[config.mk]
export PLATFORM = sky130hd
export DESIGN_NAME = game_state_controller
export DESIGN_NICKNAME = d
export VERILOG_FILES = /design/src/rtl/game_state_controller.sv
export SDC_FILE = /design/constraint.sdc
export NUM_CORES = 1
export LEC_CHECK = 0
export CORE_ASPECT_RATIO = 2
export CORE_MARGIN = 2
export CORE_UTILIZATION = 55
export CTS_CLUSTER_DIAMETER = 100
export CTS_CLUSTER_SIZE = 20
export DETAILED_ROUTE_END_ITERATION = 7
export GPL_TIMING_DRIVEN = 0
export PLACE_DENSITY_LB_ADDON = 0.05
export SLEW_MARGIN = 40
export SYNTH_ARGS = -nofsm -noshare
export SYNTH_HDL_FRONTEND = slang
export SYNTH_SLANG_ARGS = --single-unit
[constraint.sdc]
create_clock -name clk -period 2.95 [get_ports clk]
set_input_delay 0.885 -clock clk [delete_from_list [all_inputs] [get_ports clk]]
set_output_delay 0.885 -clock clk [all_outputs]
set_load 0.05 [all_outputs]
[src/rtl/game_state_controller.sv]
// Game sequencer: debounces the start button, walks IDLE -> OPENING_SCREEN -> GAME_RUNNING -> GAME_OVER,
// and tracks lives, the post-hit invulnerability window and the win/loss outcome.
module game_state_controller #(
  parameter int DEBOUNCE_CYCLES  = 1000000,
  parameter int SPLASH_CYCLES    = 200000000,
  parameter int INVULN_CYCLES    = 100000000,
  parameter int OVER_HOLD_CYCLES = 100000000,
  parameter int START_LIVES      = 3
) (
  input  logic       clk,
  input  logic       rst,
  input  logic       start_btn,
  input  logic       collision,
  input  logic [3:0] num0_w,
  input  logic [3:0] num1_w,
  input  logic [3:0] num2_w,
  input  logic [3:0] num3_w,
  output logic [1:0] game_state_w,
  output logic [1:0] lives,
  output logic       win,
  output logic       hit_pulse,
  output logic       invuln
);

  localparam int DW = (DEBOUNCE_CYCLES  > 1) ? $clog2(DEBOUNCE_CYCLES)  : 1;
  localparam int SW = (SPLASH_CYCLES    > 1) ? $clog2(SPLASH_CYCLES)    : 1;
  localparam int IW = (INVULN_CYCLES    > 1) ? $clog2(INVULN_CYCLES)    : 1;
  localparam int HW = (OVER_HOLD_CYCLES > 1) ? $clog2(OVER_HOLD_CYCLES) : 1;

  localparam logic [1:0]    START_L  = 2'(START_LIVES);
  localparam logic [DW-1:0] DB_LAST  = DW'(DEBOUNCE_CYCLES - 1);
  localparam logic [SW-1:0] SP_LAST  = SW'(SPLASH_CYCLES - 1);
  localparam logic [IW-1:0] IV_LAST  = IW'(INVULN_CYCLES - 1);
  localparam logic [HW-1:0] HD_LAST  = HW'(OVER_HOLD_CYCLES - 1);

  // Encoding is decoded directly by the countdown timer; do not reorder.
  typedef enum logic [1:0] {
    IDLE           = 2'b00,
    OPENING_SCREEN = 2'b01,
    GAME_RUNNING   = 2'b10,
    GAME_OVER      = 2'b11
  } state_t;

  state_t        state;
  logic          btn_meta;
  logic          btn_sync;
  logic          db_level;
  logic          db_prev;
  logic [DW-1:0] db_cnt;
  logic          coll_prev;
  logic [SW-1:0] splash_cnt;
  logic [IW-1:0] inv_cnt;
  logic [HW-1:0] hold_cnt;
  logic          hold_done;
  logic          armed;

  logic press;
  logic hit_evt;
  logic tz;
  logic accepted;
  logic fatal;

  assign press    = db_level & ~db_prev;
  assign hit_evt  = collision & ~coll_prev;
  assign tz       = (num0_w == 4'd0) && (num1_w == 4'd0) && (num2_w == 4'd0) && (num3_w == 4'd0);
  assign accepted = hit_evt && !invuln;
  assign fatal    = accepted && (lives == 2'd1);

  assign game_state_w = state;

  // Start button: two-flop synchroniser, then a stability counter that must
  // see the new value for DEBOUNCE_CYCLES consecutive cycles before it is taken.
  always_ff @(posedge clk) begin
    if (!rst) begin
      btn_meta  <= 1'b0;
      btn_sync  <= 1'b0;
      db_level  <= 1'b0;
      db_prev   <= 1'b0;
      db_cnt    <= '0;
      coll_prev <= 1'b0;
    end else begin
      btn_meta  <= start_btn;
      btn_sync  <= btn_meta;
      db_prev   <= db_level;
      coll_prev <= collision;
      if (btn_sync == db_level) begin
        db_cnt <= '0;
      end else if (db_cnt == DB_LAST) begin
        db_level <= btn_sync;
        db_cnt   <= '0;
      end else begin
        db_cnt <= db_cnt + DW'(1);
      end
    end
  end

  always_ff @(posedge clk) begin
    if (!rst) begin
      state      <= IDLE;
      lives      <= START_L;
      win        <= 1'b0;
      hit_pulse  <= 1'b0;
      invuln     <= 1'b0;
      splash_cnt <= '0;
      inv_cnt    <= '0;
      hold_cnt   <= '0;
      hold_done  <= 1'b0;
      armed      <= 1'b0;
    end else begin
      hit_pulse <= 1'b0;
      case (state)
        IDLE: begin
          if (press) begin
            state      <= OPENING_SCREEN;
            splash_cnt <= '0;
            lives      <= START_L;
            win        <= 1'b0;
          end
        end

        OPENING_SCREEN: begin
          if (splash_cnt == SP_LAST) begin
            state   <= GAME_RUNNING;
            armed   <= 1'b0;
            invuln  <= 1'b0;
            inv_cnt <= '0;
          end else begin
            splash_cnt <= splash_cnt + SW'(1);
          end
        end

        GAME_RUNNING: begin
          // Zero digits seen before the countdown reloads must not end the game.
          if (!armed && !tz) begin
            armed <= 1'b1;
          end
          if (invuln) begin
            if (inv_cnt == IV_LAST) begin
              invuln <= 1'b0;
            end else begin
              inv_cnt <= inv_cnt + IW'(1);
            end
          end
          if (accepted) begin
            hit_pulse <= 1'b1;
            if (lives != 2'd0) begin
              lives <= lives - 2'd1;
            end
          end
          // A fatal hit beats a same-cycle timer expiry.
          if (fatal) begin
            state     <= GAME_OVER;
            win       <= 1'b0;
            invuln    <= 1'b0;
            hold_cnt  <= '0;
            hold_done <= 1'b0;
          end else if (tz && armed) begin
            state     <= GAME_OVER;
            win       <= 1'b1;
            invuln    <= 1'b0;
            hold_cnt  <= '0;
            hold_done <= 1'b0;
          end else if (accepted) begin
            invuln  <= 1'b1;
            inv_cnt <= '0;
          end
        end

        GAME_OVER: begin
          invuln <= 1'b0;
          if (!hold_done) begin
            if (hold_cnt == HD_LAST) begin
              hold_done <= 1'b1;
            end else begin
              hold_cnt <= hold_cnt + HW'(1);
            end
          end else if (press) begin
            state <= IDLE;
          end
        end

        default: state <= IDLE;
      endcase
    end
  end

endmodule

== After elaboration in Yosys (flattened, before gate mapping) ==
Cells that the tools add are included.
Widths: inputs -> output; s select.

* Flip-flop bits (word level): 116
* Bits of input ports: 20
* Output and inout port bits: 7
* Logic and storage cells: 125

* $add $sub $neg: 5
* Eq/ne operators: 20
* Mux-type cells: 45
* Bitwise operators: 6
* Reduce and logical (&&, ||, !) cells: 33

{| class="wikitable"
|+ Operator list
! cell !! count
|-
| $mux 27 || 10
|-
| $pmux 27 s2 || 2
|-
| $mux 28 || 2
|-
| $pmux 28 s2 || 1
|-
| $add 27x1->27 const B || 2
|-
| $eq 27x27->1 const B || 2
|-
| $add 28x1->28 const B || 1
|-
| $eq 28x28->1 const B || 1
|-
| $add 20x1->20 const B || 1
|-
| $eq 20x20->1 const B || 1
|-
| $ne 2x2->1 const B || 10
|-
| $mux 2 || 9
|-
| $logic_not 4->1 || 4
|-
| $mux 1 || 15
|-
| $reduce_and 2->1 || 5
|-
| $reduce_bool 2->1 || 5
|-
| $reduce_and 3->1 || 3
|-
| $pmux 2 s4 || 1
|-
| $reduce_and 4->1 || 2
|-
| $logic_and 1x1->1 || 7
|-
| $pmux 1 s2 || 3
|-
| $reduce_and 5->1 || 1
|-
| $eq 2x1->1 const B || 2
|-
| $eq 2x2->1 const B || 2
|-
| 11 further kinds || 17
|}

== Depth between registers and ports, before layout ==
Gate-level depths: netlist of the first run.

* Word-level depth: 8
* Gate-level depth with buffers: 10
* Mapped depth without buffers: 8

== Worst setup path after synthesis of the first run ==
Ideal clock, no wire load.

* Path type: input -> register
* Start point: in num2_w[2]
* End point: reg hold_cnt[23]
* Setup time: 0.128 ns
* Arrival time: 2.249 ns
* Data required time: 2.822 ns
* Setup slack: 0.573 ns
* Stages: 7
* Buffers on the path: 1
* Cells stage by stage: nor4_2 -> nand4_2 -> o21a_2 -> buf_6 -> nor4b_2 -> xnor2_1 -> nor2_1

* Word-level cells in the longest chain between the ends: 6

{| class="wikitable"
|+ Ends and longest elaborated chain
! element !! RTL line !! source
|-
| start: declaration || 16 || <nowiki>input logic [3:0] num2_w,</nowiki>
|-
| $logic_not 4->1 || 65 || <nowiki>assign tz = (num0_w == 4'd0) && (num1_w == 4'd0) && (num2_w == 4'd0) && (num3_w == 4'd0);</nowiki>
|-
| $logic_and 1x1->1 (2 in a row) || 65 ||
|-
| $logic_and 1x1->1 || 157 || <nowiki>end else if (tz && armed) begin</nowiki>
|-
| $ne 3x3->1 (no source line) || - ||
|-
| $reduce_and 4->1 (no source line) || - ||
|-
| end signal: assignment || 175 || <nowiki>hold_cnt <= hold_cnt + HW'(1);</nowiki>
|-
| end: declaration || 53 || <nowiki>logic [HW-1:0] hold_cnt;</nowiki>
|}

No other way between the ends.
A chain may end at the register's enable or synchronous reset.

== Worst setup path in the final report of the first run ==
* Start point: reg invuln
* End point: out invuln

{| class="wikitable"
|+ RTL lines
! element !! RTL line !! source
|-
| start: declaration || 22 || <nowiki>output logic invuln</nowiki>
|-
| start signal: assignment || 103 || <nowiki>invuln <= 1'b0;</nowiki>
|-
| start signal: assignment || 125 || <nowiki>invuln <= 1'b0;</nowiki>
|-
| start signal: assignment || 139 || <nowiki>invuln <= 1'b0;</nowiki>
|}

No word-level cell between the ends.

==> results_tabular.tex, run 1 <==
\begin{tabular}{lr}
\hline
Metric & Value \\
\hline
\multicolumn{2}{l}{\textbf{Floorplanning}} \\
\quad Area of the core & 10800 µm² \\
\quad Width of the die & 77.9 µm \\
\quad Num rows & 54 \\
\quad Die height & 152 µm \\
\quad Starting density of the core & 0.556 \\
\quad Die Area & 11800 µm² \\
\quad Top-Level Pins & 27 \\
\multicolumn{2}{l}{\textbf{Worst setup path}} \\
\quad CP Max Fanout & 8 \\
\quad Kind of start point of the critical path & register \\
\quad Count of buffering cells on the critical path with inverters included & 1 \\
\quad CP max stage cell & clkdlybuf4s50\_1 \\
\quad Crit path capture type & output pin \\
\quad Data arrival time of the critical path & 1.81 ns \\
\quad CP top delay family & buffers and inverters \\
\quad Slowest Stage Delay on Critical Path & 0.87 ns \\
\quad Required time worst endpoint & 2.07 ns \\
\quad Type of the worst setup path & register to output pin \\
\quad Worst-path cell chain & clkdlybuf4s50\_1 \\
\multicolumn{2}{l}{\textbf{Power}} \\
\quad Cell Pwr Density & 577 nW/µm² \\
\quad Post-route total power & 0.00409 W \\
\quad Peak VDD IR & 0.000430 V \\
\quad Leakage power of the design & 2.45 nW \\
\multicolumn{2}{l}{\textbf{STA}} \\
\quad FMAX & 371 MHz \\
\quad Worst Tran Pin Value & 0.632 ns \\
\quad Final hold violations & 0 \\
\quad Final worst path period need & 2.70 ns \\
\quad Clock tree skew after final layout & 0.00712 ns \\
\quad Final count of negative-setup-slack endpoints & 0 \\
\quad Share of the clock period used by the worst path & 0.914 \\
\quad RSZ-0062 raised after global routing & no \\
\quad Pins over their slew limit & 0 \\
\quad Normalized max-slew margin & 0.579 \\
\multicolumn{2}{l}{\textbf{Yosys}} \\
\quad Synth top cells by count & dfxtp\_1, nor2\_1, nand2\_1, nand3\_1, xnor2\_1 \\
\quad Count of synthesis-stage warnings from yosys & 0 \\
\quad Most frequent cell after synthesis & dfxtp\_1 \\
\quad Area share of the largest cell type after synthesis & 0.386 \\
\quad Sequential fraction of the synthesis area & 0.386 \\
\quad Synth Area per Inst & 8.61 µm² \\
\quad Synth Net Count & 728 \\
\quad Biggest area contributors in the synthesized netlist & dfxtp\_1, nor2\_1, xnor2\_1, xor2\_1, nand3\_1 \\
\quad Count of different cell masters after synthesis & 76 \\
\quad Most area-hungry cell type in the Yosys netlist & dfxtp\_1 \\
\quad Netlist Area Pre-Place & 6010 µm² \\
\quad Main flop type after synthesis & dfxtp\_1 \\
\quad Flip-flop and latch count after synthesis & 116 \\
\quad Number of flops mapped to enable cells by yosys & 0 \\
\quad Async S/R FF share, synth & 0 \\
\quad Post-Synthesis Cells & 698 \\
\multicolumn{2}{l}{\textbf{GRT}} \\
\quad Overflow after GRT & 0 \\
\quad Antenna violations before repair & 0 \\
\quad Wire length of the first global-routing pass & 24300 µm \\
\quad Pin count of the biggest net entering global routing & 17 \\
\quad Aggregate global-route resource usage & 0.255 \\
\quad Via count of the first global-routing pass & 5278 \\
\multicolumn{2}{l}{\textbf{CTS}} \\
\quad Resized Gates After CTS & 0 \\
\quad Buffer count from post-CTS setup fixing & 0 \\
\quad CTS Sinks & 116 \\
\quad TritonCTS clock tree & yes \\
\quad H-tree depth reported by CTS & 4 \\
\quad Clock latency reported for the late side of the worst-skew pair & 0.42 ns \\
\quad Post-CTS Hold Buffers & 0 \\
\quad Longest Clk Path Bufs & 2 \\
\quad Clk slew on worst S/H paths & 0.05 ns \\
\quad CTS Buf Count & 17 \\
\quad Clock Tree Root & clkbuf\_16 \\
\multicolumn{2}{l}{\textbf{Hold path}} \\
\quad Class of the worst hold path & register to register \\
\multicolumn{2}{l}{\textbf{Finish}} \\
\quad Area added between synthesis and finish & 17.9\% \\
\quad Antenna fix cells & 0 \\
\quad Fraction of layout cells with a size suffix above 1 & 0.109 \\
\quad Fraction of the core area covered by cells at the end of the flow & 0.655 \\
\quad Number of fillers in the final layout & 949 \\
\quad Final design instance area without fill & 7090 µm² \\
\quad Final Net Count & 773 \\
\multicolumn{2}{l}{\textbf{Placed design}} \\
\quad PortBufs & 26 \\
\quad Post-Place Cell Area & 6450 µm² \\
\quad Half-perimeter wire length after placement & 10800 µm \\
\quad Routability congestion estimate from global placement & 0.855 \\
\multicolumn{2}{l}{\textbf{Route}} \\
\quad Total DRC errors in the routed layout & 0 \\
\quad Vias per cell & 5.91 \\
\quad Final wirelength & 14700 µm \\
\quad Detailed router's first-iteration violation count & 235 \\
\quad Count of TritonRoute iterations in the first routing pass & 5 \\
\quad Number of nets with antenna violations after detailed routing & 0 \\
\quad Total number of vias & 5293 \\
\quad Average detailed-routed wire length per instance & 16.4 µm \\
\multicolumn{2}{l}{\textbf{Status}} \\
\quad Outcome & finished clean \\
\multicolumn{2}{l}{\textbf{Flow run}} \\
\quad Number of max-capacitance violations reported & 0 \\
\hline
\end{tabular}
[routing by layer]
| layer | vias up | track usage | share of wire | routed length (µm) |
|---|---|---|---|---|
| li1 | 2621 | - | - | - |
| met1 | 2522 | 0.257 | 0.37 | 5500 |
| met2 | 115 | 0.482 | 0.57 | 8370 |
| met3 | 35 | 0.0487 | 0.030 | 448 |
| met4 | 0 | 0.125 | 0.026 | 382 |
| met5 | - | 0 | 0 | 0 |
[logic make-up (layout without fill, tap and decap cells)]
kind of cell / count (synthesis) / in the layout / synth area share
simple gates: 354 / 354 / 0.341
flops: 116 / 116 / 0.386
compound gates: 108 / 108 / 0.123
xor+xnor: 64 / 64 / 0.0933
buf+inv: 45 / 102 / 0.0346
fa+ha+maj: 10 / 10 / 0.0208
mux: 1 / 1 / 0.00167
[sequential cells by signal (all words and copies together) (netlist names), 2 cells and up]
signal	cells
inv_cnt	27
lives	2
game_state_w	2
hold_cnt	27
db_cnt	20
splash_cnt	28
[power breakdown]
group,switching (W),total (W),internal [W]
registers,0.00000809,0.00158,0.00158
logic,0.000170,0.000257,0.0000869
clock network,0.000719,0.00225,0.00153
[per-stage QoR]
stage / setup slack [ns] / cells / hold WS (ns) / setup TNS, ns
floorplan: 0.573 / 698 / 0.412 / 0
global placement: -0.212 / 864 / 0.418 / -3.63
detailed placement: -0.189 / 864 / 0.425 / -4.14
CTS: 0.239 / 895 / 0.437 / 0
global route: 0.112 / 895 / 0.457 / 0
finish: 0.253 / 895 / 0.437 / 0
[worst reg2reg max path: stages, from the launching register on]
cell	delay, ns
dfxtp_1	0.40
ha_1	0.21
buf_2	0.21
nor2b_1	0.32
o2111ai_1	0.22
nor3_1	0.39
nor4b_2	0.33
xnor2_1	0.16
nor2_1	0.05
[cell type report]
cell class | count | area, µm² | area share
Tap cell | 140 | 175 | 0.0247
Timing Repair Buffer | 26 | 260 | 0.0367
Buffer | 27 | 140 | 0.0198
Multi-Input combinational cell | 537 | 3480 | 0.491
Clock buffer | 21 | 460 | 0.0650
Clock inverter | 10 | 179 | 0.0253
Inverter | 18 | 67.6 | 0.00954
Sequential cell | 116 | 2320 | 0.328
[cells in the final DEF (no fill, tap or decap), types with 17 or more instances in the layout]
cell type,count
a21oi_1,26
and3_1,19
clkbuf_16,17
clkdlybuf4s50_1,26
dfxtp_1,116
inv_1,18
nand2_1,50
nand3_1,42
nand4_1,27
nor2_1,93
nor3_1,26
o21ai_0,21
xnor2_1,38
xor2_1,26
[path summary, 6_finish.rpt]
| check | from | endpoint | slack, ns | cells past startpoint |
|---|---|---|---|---|
| max | invuln$_SDFFE_PN0P_ | invuln | 0.25 | 1 |
| min | btn_meta$_SDFF_PN0_ | btn_sync$_SDFF_PN0_ | 0.44 | 1 |
| max reg2reg | game_state_w[0]$_SDFFE_PN0P_ | hold_cnt[23]$_SDFFE_PN0P_ | 0.54 | 8 |
| min reg2reg | btn_meta$_SDFF_PN0_ | btn_sync$_SDFF_PN0_ | 0.44 | 1 |
Power figures use the tool's default switching activity.
==> run 2: changes to the inputs <==
- PLACE_DENSITY_LB_ADDON: 0.05 -> 0.08
- TNS_END_PERCENT: unset -> 5
==> run 2 against run 1 <==
Flip-flop and latch count unchanged; combinational power about the same; critical path type is now primary input to register; sequential power is essentially flat; largest power group unchanged; largest cell class unchanged; via count fell by 0.13%; register-to-register slack about the same; clock power barely moved; design area about the same; first-iteration DRC count grew 5.5%.
==> results_tabular.tex, run 2 (same netlist as run 1, synthesis figures left out) <==
\begin{tabular}{lr}
\hline
Metric & Value \\
\hline
\multicolumn{2}{l}{\textbf{Worst setup path}} \\
\quad Crit Reg-Reg Endpoint & hold\_cnt[11]\$\_SDFFE\_PN0P\_ \\
\quad Beginning of the worst register-to-register path & game\_state\_w[0]\$\_SDFFE\_PN0P\_ \\
\quad Crit path capture type & register \\
\quad Required time worst endpoint & 3.26 ns (+1.19 ns) \\
\quad Data arrival time of the critical path & 3.09 ns (+1.28 ns) \\
\quad Type of the worst setup path & primary input to register \\
\quad Kind of start point of the critical path & primary input \\
\quad Cells on worst reg2reg path & 8 (unchanged) \\
\quad CP Max Fanout & 10 (+2) \\
\quad Worst-case register-to-register setup slack & 0.53 ns (about the same) \\
\multicolumn{2}{l}{\textbf{Route}} \\
\quad Total number of vias & 5286 (-0.13\%) \\
\quad Number of nets with antenna violations after detailed routing & 0 (unchanged) \\
\quad Vias per cell & 5.90 (-0.24\%) \\
\quad Total DRC errors in the routed layout & 0 (unchanged) \\
\quad Average detailed-routed wire length per instance & 16.7 µm (+1.6\%) \\
\quad Final wirelength & 15000 µm (+1.8\%) \\
\quad Count of TritonRoute iterations in the first routing pass & 5 (unchanged) \\
\quad Detailed router's first-iteration violation count & 248 (+5.5\%) \\
\multicolumn{2}{l}{\textbf{Power}} \\
\quad Peak VDD IR & 0.000478 V (+11\%) \\
\quad Cell Pwr Density & 574 nW/µm² (-0.68\%) \\
\quad Post-route total power & 0.00406 W (-0.66\%) \\
\quad Leakage power of the design & 2.43 nW (-0.85\%) \\
\multicolumn{2}{l}{\textbf{STA}} \\
\quad Pins over their slew limit & 0 (unchanged) \\
\quad Final count of negative-setup-slack endpoints & 0 (unchanged) \\
\quad Worst setup slack after layout & 0.170 ns (-0.0825 ns) \\
\quad Normalized max-slew margin & 0.580 (+0.00115) \\
\quad Worst Tran Pin Value & 0.630 ns (-0.00172 ns) \\
\quad Final worst path period need & 2.78 ns (+0.0825 ns) \\
\quad RSZ-0062 raised after global routing & no \\
\quad Share of the clock period used by the worst path & 0.942 (+0.0280) \\
\quad Clock tree skew after final layout & 0.00780 ns (+0.000674 ns) \\
\quad FMAX & 360 MHz (-3.0\%) \\
\quad Final hold violations & 0 (unchanged) \\
\quad Total Neg Setup Slack & 0 ns (unchanged) \\
\multicolumn{2}{l}{\textbf{Placed design}} \\
\quad Routability congestion estimate from global placement & 0.865 (+1.2\%) \\
\quad PortBufs & 26 (unchanged) \\
\quad Number of instances in the placed design & 864 (unchanged) \\
\quad Pre-CTS worst setup slack & -0.215 ns (-0.0265 ns) \\
\quad Half-perimeter wire length after placement & 10700 µm (-0.80\%) \\
\multicolumn{2}{l}{\textbf{Finish}} \\
\quad Register bank with the most flops & splash\_cnt \\
\quad Antenna fix cells & 0 (unchanged) \\
\quad Leading cell type in the layout, fill and taps excluded & dfxtp\_1 \\
\quad Max reg flops & 28 (unchanged) \\
\quad Final Net Count & 773 (unchanged) \\
\quad Fraction of layout cells with a size suffix above 1 & 0.112 (+0.00382) \\
\quad Area added between synthesis and finish & 17.9\% (about the same) \\
\quad Number of non-filler instances in the completed layout & 896 (+0.11\%) \\
\quad Top library cells by usage in the layout, fill and taps aside & dfxtp\_1, nor2\_1, nand2\_1 \\
\quad Leading registers by flop count & splash\_cnt x28, hold\_cnt x27, inv\_cnt x27 \\
\multicolumn{2}{l}{\textbf{Floorplanning}} \\
\quad Top-Level Pins & 27 (unchanged) \\
\quad Die Area & 11800 µm² (unchanged) \\
\quad Die height & 152 µm (unchanged) \\
\quad Num rows & 54 (unchanged) \\
\quad Starting density of the core & 0.556 (unchanged) \\
\quad Width of the die & 77.9 µm (unchanged) \\
\quad Area of the core & 10800 µm² (unchanged) \\
\multicolumn{2}{l}{\textbf{CTS}} \\
\quad Clock latency reported for the late side of the worst-skew pair & 0.42 ns (about the same) \\
\quad Clock Tree Root & clkbuf\_16 \\
\quad TritonCTS clock tree & yes \\
\quad Resized Gates After CTS & 0 (unchanged) \\
\quad CTS Sinks & 116 (unchanged) \\
\quad Buffer count from post-CTS setup fixing & 0 (unchanged) \\
\quad Clk slew on worst S/H paths & 0.05 ns (about the same) \\
\quad Post-CTS Hold Buffers & 0 (unchanged) \\
\quad H-tree depth reported by CTS & 4 (unchanged) \\
\quad Longest Clk Path Bufs & 2 (unchanged) \\
\quad CTS Buf Count & 17 (unchanged) \\
\multicolumn{2}{l}{\textbf{GRT}} \\
\quad Wire length of the first global-routing pass & 25300 µm (+4.3\%) \\
\quad Antenna violations before repair & 0 (unchanged) \\
\quad Overflow after GRT & 0 (unchanged) \\
\quad Aggregate global-route resource usage & 0.263 (+0.00861) \\
\quad Via count of the first global-routing pass & 5482 (+3.9\%) \\
\quad Pin count of the biggest net entering global routing & 17 (unchanged) \\
\multicolumn{2}{l}{\textbf{Flow run}} \\
\quad Number of max-capacitance violations reported & 0 (unchanged) \\
\multicolumn{2}{l}{\textbf{Status}} \\
\quad Outcome & finished clean \\
\multicolumn{2}{l}{\textbf{Hold path}} \\
\quad Class of the worst hold path & register to register \\
\quad Cell count of the worst hold path & 1 (unchanged) \\
\quad Hold Path Origin & db\_cnt[0]\$\_SDFF\_PP0\_ \\
\quad Hold Path End & db\_cnt[0]\$\_SDFF\_PP0\_ \\
\hline
\end{tabular}
-- run 2: changes by cell type in the layout (fill, tap and decap cells not counted), sizes merged --
cell	change
clkbuf	-3
clkinv	-3
clkinvlp	+5
bufinv	-1
inv	+3
-- run 2: report_power, final --
part	internal [W]	switching (W)
Sequential	0.00157	0.00000773
Combinational	0.0000869	0.000170
Clock	0.00144	0.000781
Total	0.00311	0.000959
-- run 2: final cells by class --
| cell class | instances | area (µm²) |
|---|---|---|
| multi-input combinational | 537 | 3480 |
| clock inverter | 14 | 201 |
| timing repair buffer | 26 | 260 |
| tap | 140 | 175 |
| sequential | 116 | 2320 |
| buffer | 27 | 140 |
| inverter | 18 | 67.6 |
| clock buffer | 18 | 439 |
| fill | 924 | 3720 |
-- run 2: per-layer routing --
layer	track usage	share of wire
met1	0.260	0.38
met2	0.500	0.55
met3	0.0594	0.032
met4	0.127	0.034
met5	0	0
-- run 2: worst max-delay path, stage by stage --
cell and delay [ns]:
clkdlybuf4s50_1 0.42, nor4_2 0.31, nand4_2 0.25, o21a_2 0.36, buf_6 0.18, nor2_1 0.16, nand4_1 0.20, o31ai_1 0.32
-- run 2: how the worst max path moves through the flow --
stage	start	end	slack [ns]	depth (start not counted)
floorplan	num2_w[2]	hold_cnt[23]$_SDFFE_PN0P_	0.57	7
detailed placement	num0_w[2]	hold_cnt[26]$_SDFFE_PN0P_	-0.22	8
CTS	num0_w[2]	hold_cnt[11]$_SDFFE_PN0P_	0.16	8
finish	num0_w[2]	hold_cnt[11]$_SDFFE_PN0P_	0.17	8
global placement	num2_w[1]	hold_cnt[26]$_SDFFE_PN0P_	-0.20	8
global route	num0_w[1]	hold_cnt[11]$_SDFFE_PN0P_	0.005	8
-- run 2: per-stage QoR --
step                       util  area [µm²]  hold slack, ns
final                     0.656        7090           0.463
after global routing      0.656        7090           0.488
after CTS                 0.656        7090           0.461
after detailed placement  0.596        6450           0.446
after global placement    0.596        6450           0.420
after floorplan               -        6010           0.412
==> run 3: changes to the inputs <==
- CORE_UTILIZATION: 55 -> 39
- PLACE_DENSITY: unset -> 0.62
- PLACE_DENSITY_LB_ADDON: 0.08 -> unset
==> run 3 against run 2 <==
Sequential share of layout area is 0.16 points lower; highest routed layer unchanged; utilization shrank 19 points; clock power decreased by 5%; sequential power about the same; setup slack improved by 0.043 ns; design area rose by 0.48%; critical endpoint is now invuln; fmax rose by 1.6%; global-route usage decreased by 7.3 points; hold slack gained 0.013 ns; largest power group unchanged.
==> results_tabular.tex, run 3 (same netlist as run 1, synthesis figures left out) <==
\begin{tabular}{lr}
\hline
Metric & Value \\
\hline
\multicolumn{2}{l}{\textbf{Finish}} \\
\quad Area added between synthesis and finish & 18.5\% \\
\quad Max reg flops & 28 (unchanged) \\
\quad Number of fillers in the final layout & 1506 (+63\%) \\
\quad Fraction of layout cells with a size suffix above 1 & 0.109 (-0.00382) \\
\quad Antenna fix cells & 0 (unchanged) \\
\quad Leading cell type in the layout, fill and taps excluded & dfxtp\_1 \\
\quad Leading registers by flop count & splash\_cnt x28, hold\_cnt x27, inv\_cnt x27 \\
\quad Area taken by multi-input logic gates & 3480 µm² (unchanged) \\
\quad Register bank with the most flops & splash\_cnt \\
\quad Fraction of the core area covered by cells at the end of the flow & 0.468 (-0.188) \\
\quad Area of all sequential standard cells & 2320 µm² (unchanged) \\
\quad Final Net Count & 773 (unchanged) \\
\quad Top library cells by usage in the layout, fill and taps aside & dfxtp\_1, nor2\_1, nand2\_1 \\
\multicolumn{2}{l}{\textbf{CTS}} \\
\quad TritonCTS clock tree & yes \\
\quad Clock Tree Root & clkbuf\_16 \\
\quad Clock latency reported for the late side of the worst-skew pair & 0.42 ns (about the same) \\
\quad CTS Buf Count & 17 (unchanged) \\
\quad H-tree depth reported by CTS & 4 (unchanged) \\
\quad Post-CTS Hold Buffers & 0 (unchanged) \\
\quad Clk slew on worst S/H paths & 0.05 ns (about the same) \\
\quad Buffer count from post-CTS setup fixing & 0 (unchanged) \\
\quad Longest Clk Path Bufs & 2 (unchanged) \\
\quad Resized Gates After CTS & 0 (unchanged) \\
\quad CTS Sinks & 116 (unchanged) \\
\multicolumn{2}{l}{\textbf{Worst setup path}} \\
\quad Slowest Stage Delay on Critical Path & 0.88 ns (+0.46 ns) \\
\quad CP Max Fanout & 8 (-2) \\
\quad CP top delay family & buffers and inverters \\
\quad Data arrival time of the critical path & 1.85 ns (-1.24 ns) \\
\quad Count of buffering cells on the critical path with inverters included & 1 (-1) \\
\quad Kind of start point of the critical path & register \\
\quad Required time worst endpoint & 2.07 ns (-1.19 ns) \\
\quad Worst-path cell chain & clkdlybuf4s50\_1 \\
\quad Type of the worst setup path & register to output pin \\
\quad CP max stage cell & clkdlybuf4s50\_1 \\
\quad Crit path capture type & output pin \\
\multicolumn{2}{l}{\textbf{GRT}} \\
\quad Pin count of the biggest net entering global routing & 17 (unchanged) \\
\quad Via count of the first global-routing pass & 5529 (+0.86\%) \\
\quad Overflow after GRT & 0 (unchanged) \\
\quad Aggregate global-route resource usage & 0.191 (-0.0729) \\
\quad Antenna violations before repair & 0 (unchanged) \\
\quad Wire length of the first global-routing pass & 25600 µm (+0.98\%) \\
\multicolumn{2}{l}{\textbf{Floorplanning}} \\
\quad Die Area & 16500 µm² (+39\%) \\
\quad Width of the die & 91.8 µm (+18\%) \\
\quad Die height & 180 µm (+18\%) \\
\quad Top-Level Pins & 27 (unchanged) \\
\quad Starting density of the core & 0.395 (-0.161) \\
\quad Area of the core & 15200 µm² (+41\%) \\
\quad Num rows & 64 (+19\%) \\
\multicolumn{2}{l}{\textbf{Placed design}} \\
\quad Routability congestion estimate from global placement & 0.864 (-0.13\%) \\
\quad Half-perimeter wire length after placement & 11300 µm (+5.9\%) \\
\quad Pre-CTS worst setup slack & -0.208 ns (+0.00734 ns) \\
\quad PortBufs & 26 (unchanged) \\
\multicolumn{2}{l}{\textbf{STA}} \\
\quad Worst setup slack after layout & 0.214 ns (+0.0431 ns) \\
\quad Clock tree skew after final layout & 0.00737 ns (-0.000426 ns) \\
\quad Normalized max-slew margin & 0.544 (-0.0356) \\
\quad RSZ-0062 raised after global routing & no \\
\quad Worst-case hold slack & 0.476 ns (+0.0129 ns) \\
\quad Final hold violations & 0 (unchanged) \\
\quad Worst Tran Pin Value & 0.684 ns (+0.0535 ns) \\
\quad Total Neg Setup Slack & 0 ns (unchanged) \\
\quad FMAX & 365 MHz (+1.6\%) \\
\quad Share of the clock period used by the worst path & 0.928 (-0.0146) \\
\quad Pins over their slew limit & 0 (unchanged) \\
\quad Final worst path period need & 2.74 ns (-0.0431 ns) \\
\quad Final count of negative-setup-slack endpoints & 0 (unchanged) \\
\multicolumn{2}{l}{\textbf{Route}} \\
\quad Total DRC errors in the routed layout & 0 (unchanged) \\
\quad Vias per cell & 5.57 (-5.5\%) \\
\quad Total number of vias & 5312 (+0.49\%) \\
\quad Number of nets with antenna violations after detailed routing & 0 (unchanged) \\
\quad Average detailed-routed wire length per instance & 16.1 µm (-3.7\%) \\
\quad Detailed router's first-iteration violation count & 243 (-2.0\%) \\
\quad Count of TritonRoute iterations in the first routing pass & 4 (-1) \\
\quad Final wirelength & 15300 µm (+2.4\%) \\
\multicolumn{2}{l}{\textbf{Flow run}} \\
\quad Number of max-capacitance violations reported & 0 (unchanged) \\
\multicolumn{2}{l}{\textbf{Status}} \\
\quad Outcome & finished clean \\
\multicolumn{2}{l}{\textbf{Hold path}} \\
\quad Class of the worst hold path & register to register \\
\multicolumn{2}{l}{\textbf{Power}} \\
\quad Peak VDD IR & 0.000324 V (-32\%) \\
\quad Leakage power of the design & 2.42 nW (-0.32\%) \\
\quad Cell Pwr Density & 555 nW/µm² (-3.2\%) \\
\quad Post-route total power & 0.00395 W (-2.8\%) \\
\hline
\end{tabular}
-- run 3: cell types whose count changed in the layout (fill, tap and decap cells not counted), sizes merged --
cell,before,now
clkinv,2,3
inv,21,18
clkinvlp,5,3
clkbuf,30,34
bufinv,4,3
-- run 3: area by class of cell --
class                           instances  share of cell area
Inverter                               18             0.00949
Tap cell                              198              0.0348
Buffer                                 27              0.0197
Clock buffer                           22              0.0666
Multi-Input combinational cell        537               0.489
Timing Repair Buffer                   26              0.0365
Sequential cell                       116               0.326
Clock inverter                          9              0.0179
-- run 3: worst paths after layout --
| check | depth (start not counted) | slack [ns] | startpoint | end |
|---|---|---|---|---|
| setup / recovery | 1 | 0.21 | invuln$_SDFFE_PN0P_ | invuln |
| hold reg to reg | 2 | 0.48 | inv_cnt[26]$_SDFFE_PN0P_ | inv_cnt[26]$_SDFFE_PN0P_ |
| hold / removal | 2 | 0.48 | inv_cnt[26]$_SDFFE_PN0P_ | inv_cnt[26]$_SDFFE_PN0P_ |
| setup reg to reg | 9 | 0.52 | game_state_w[0]$_SDFFE_PN0P_ | hold_cnt[20]$_SDFFE_PN0P_ |
-- run 3: power by group --
group          total, W  leakage, nW  switching, W  internal [W]
Clock           0.00211        0.288      0.000727       0.00138
Combinational  0.000257         1.20      0.000170     0.0000873
Sequential      0.00158        0.935    0.00000816       0.00158
-- run 3: per-layer routing --
metal | vias up | global-route usage | routed length (µm)
li1 | 2616 | - | -
met1 | 2552 | 0.179 | 5730
met2 | 99 | 0.369 | 8530
met3 | 45 | 0.0356 | 395
met4 | 0 | 0.112 | 661
met5 | - | 0 | 0
-- run 3: stage by stage --
stage	cell area, µm²	std cells
6_report	7120	953
5_1_grt	7120	953
4_1_cts	7120	953
3_5_place_dp	6520	922
3_3_place_gp	6520	922
2_1_floorplan	6010	698
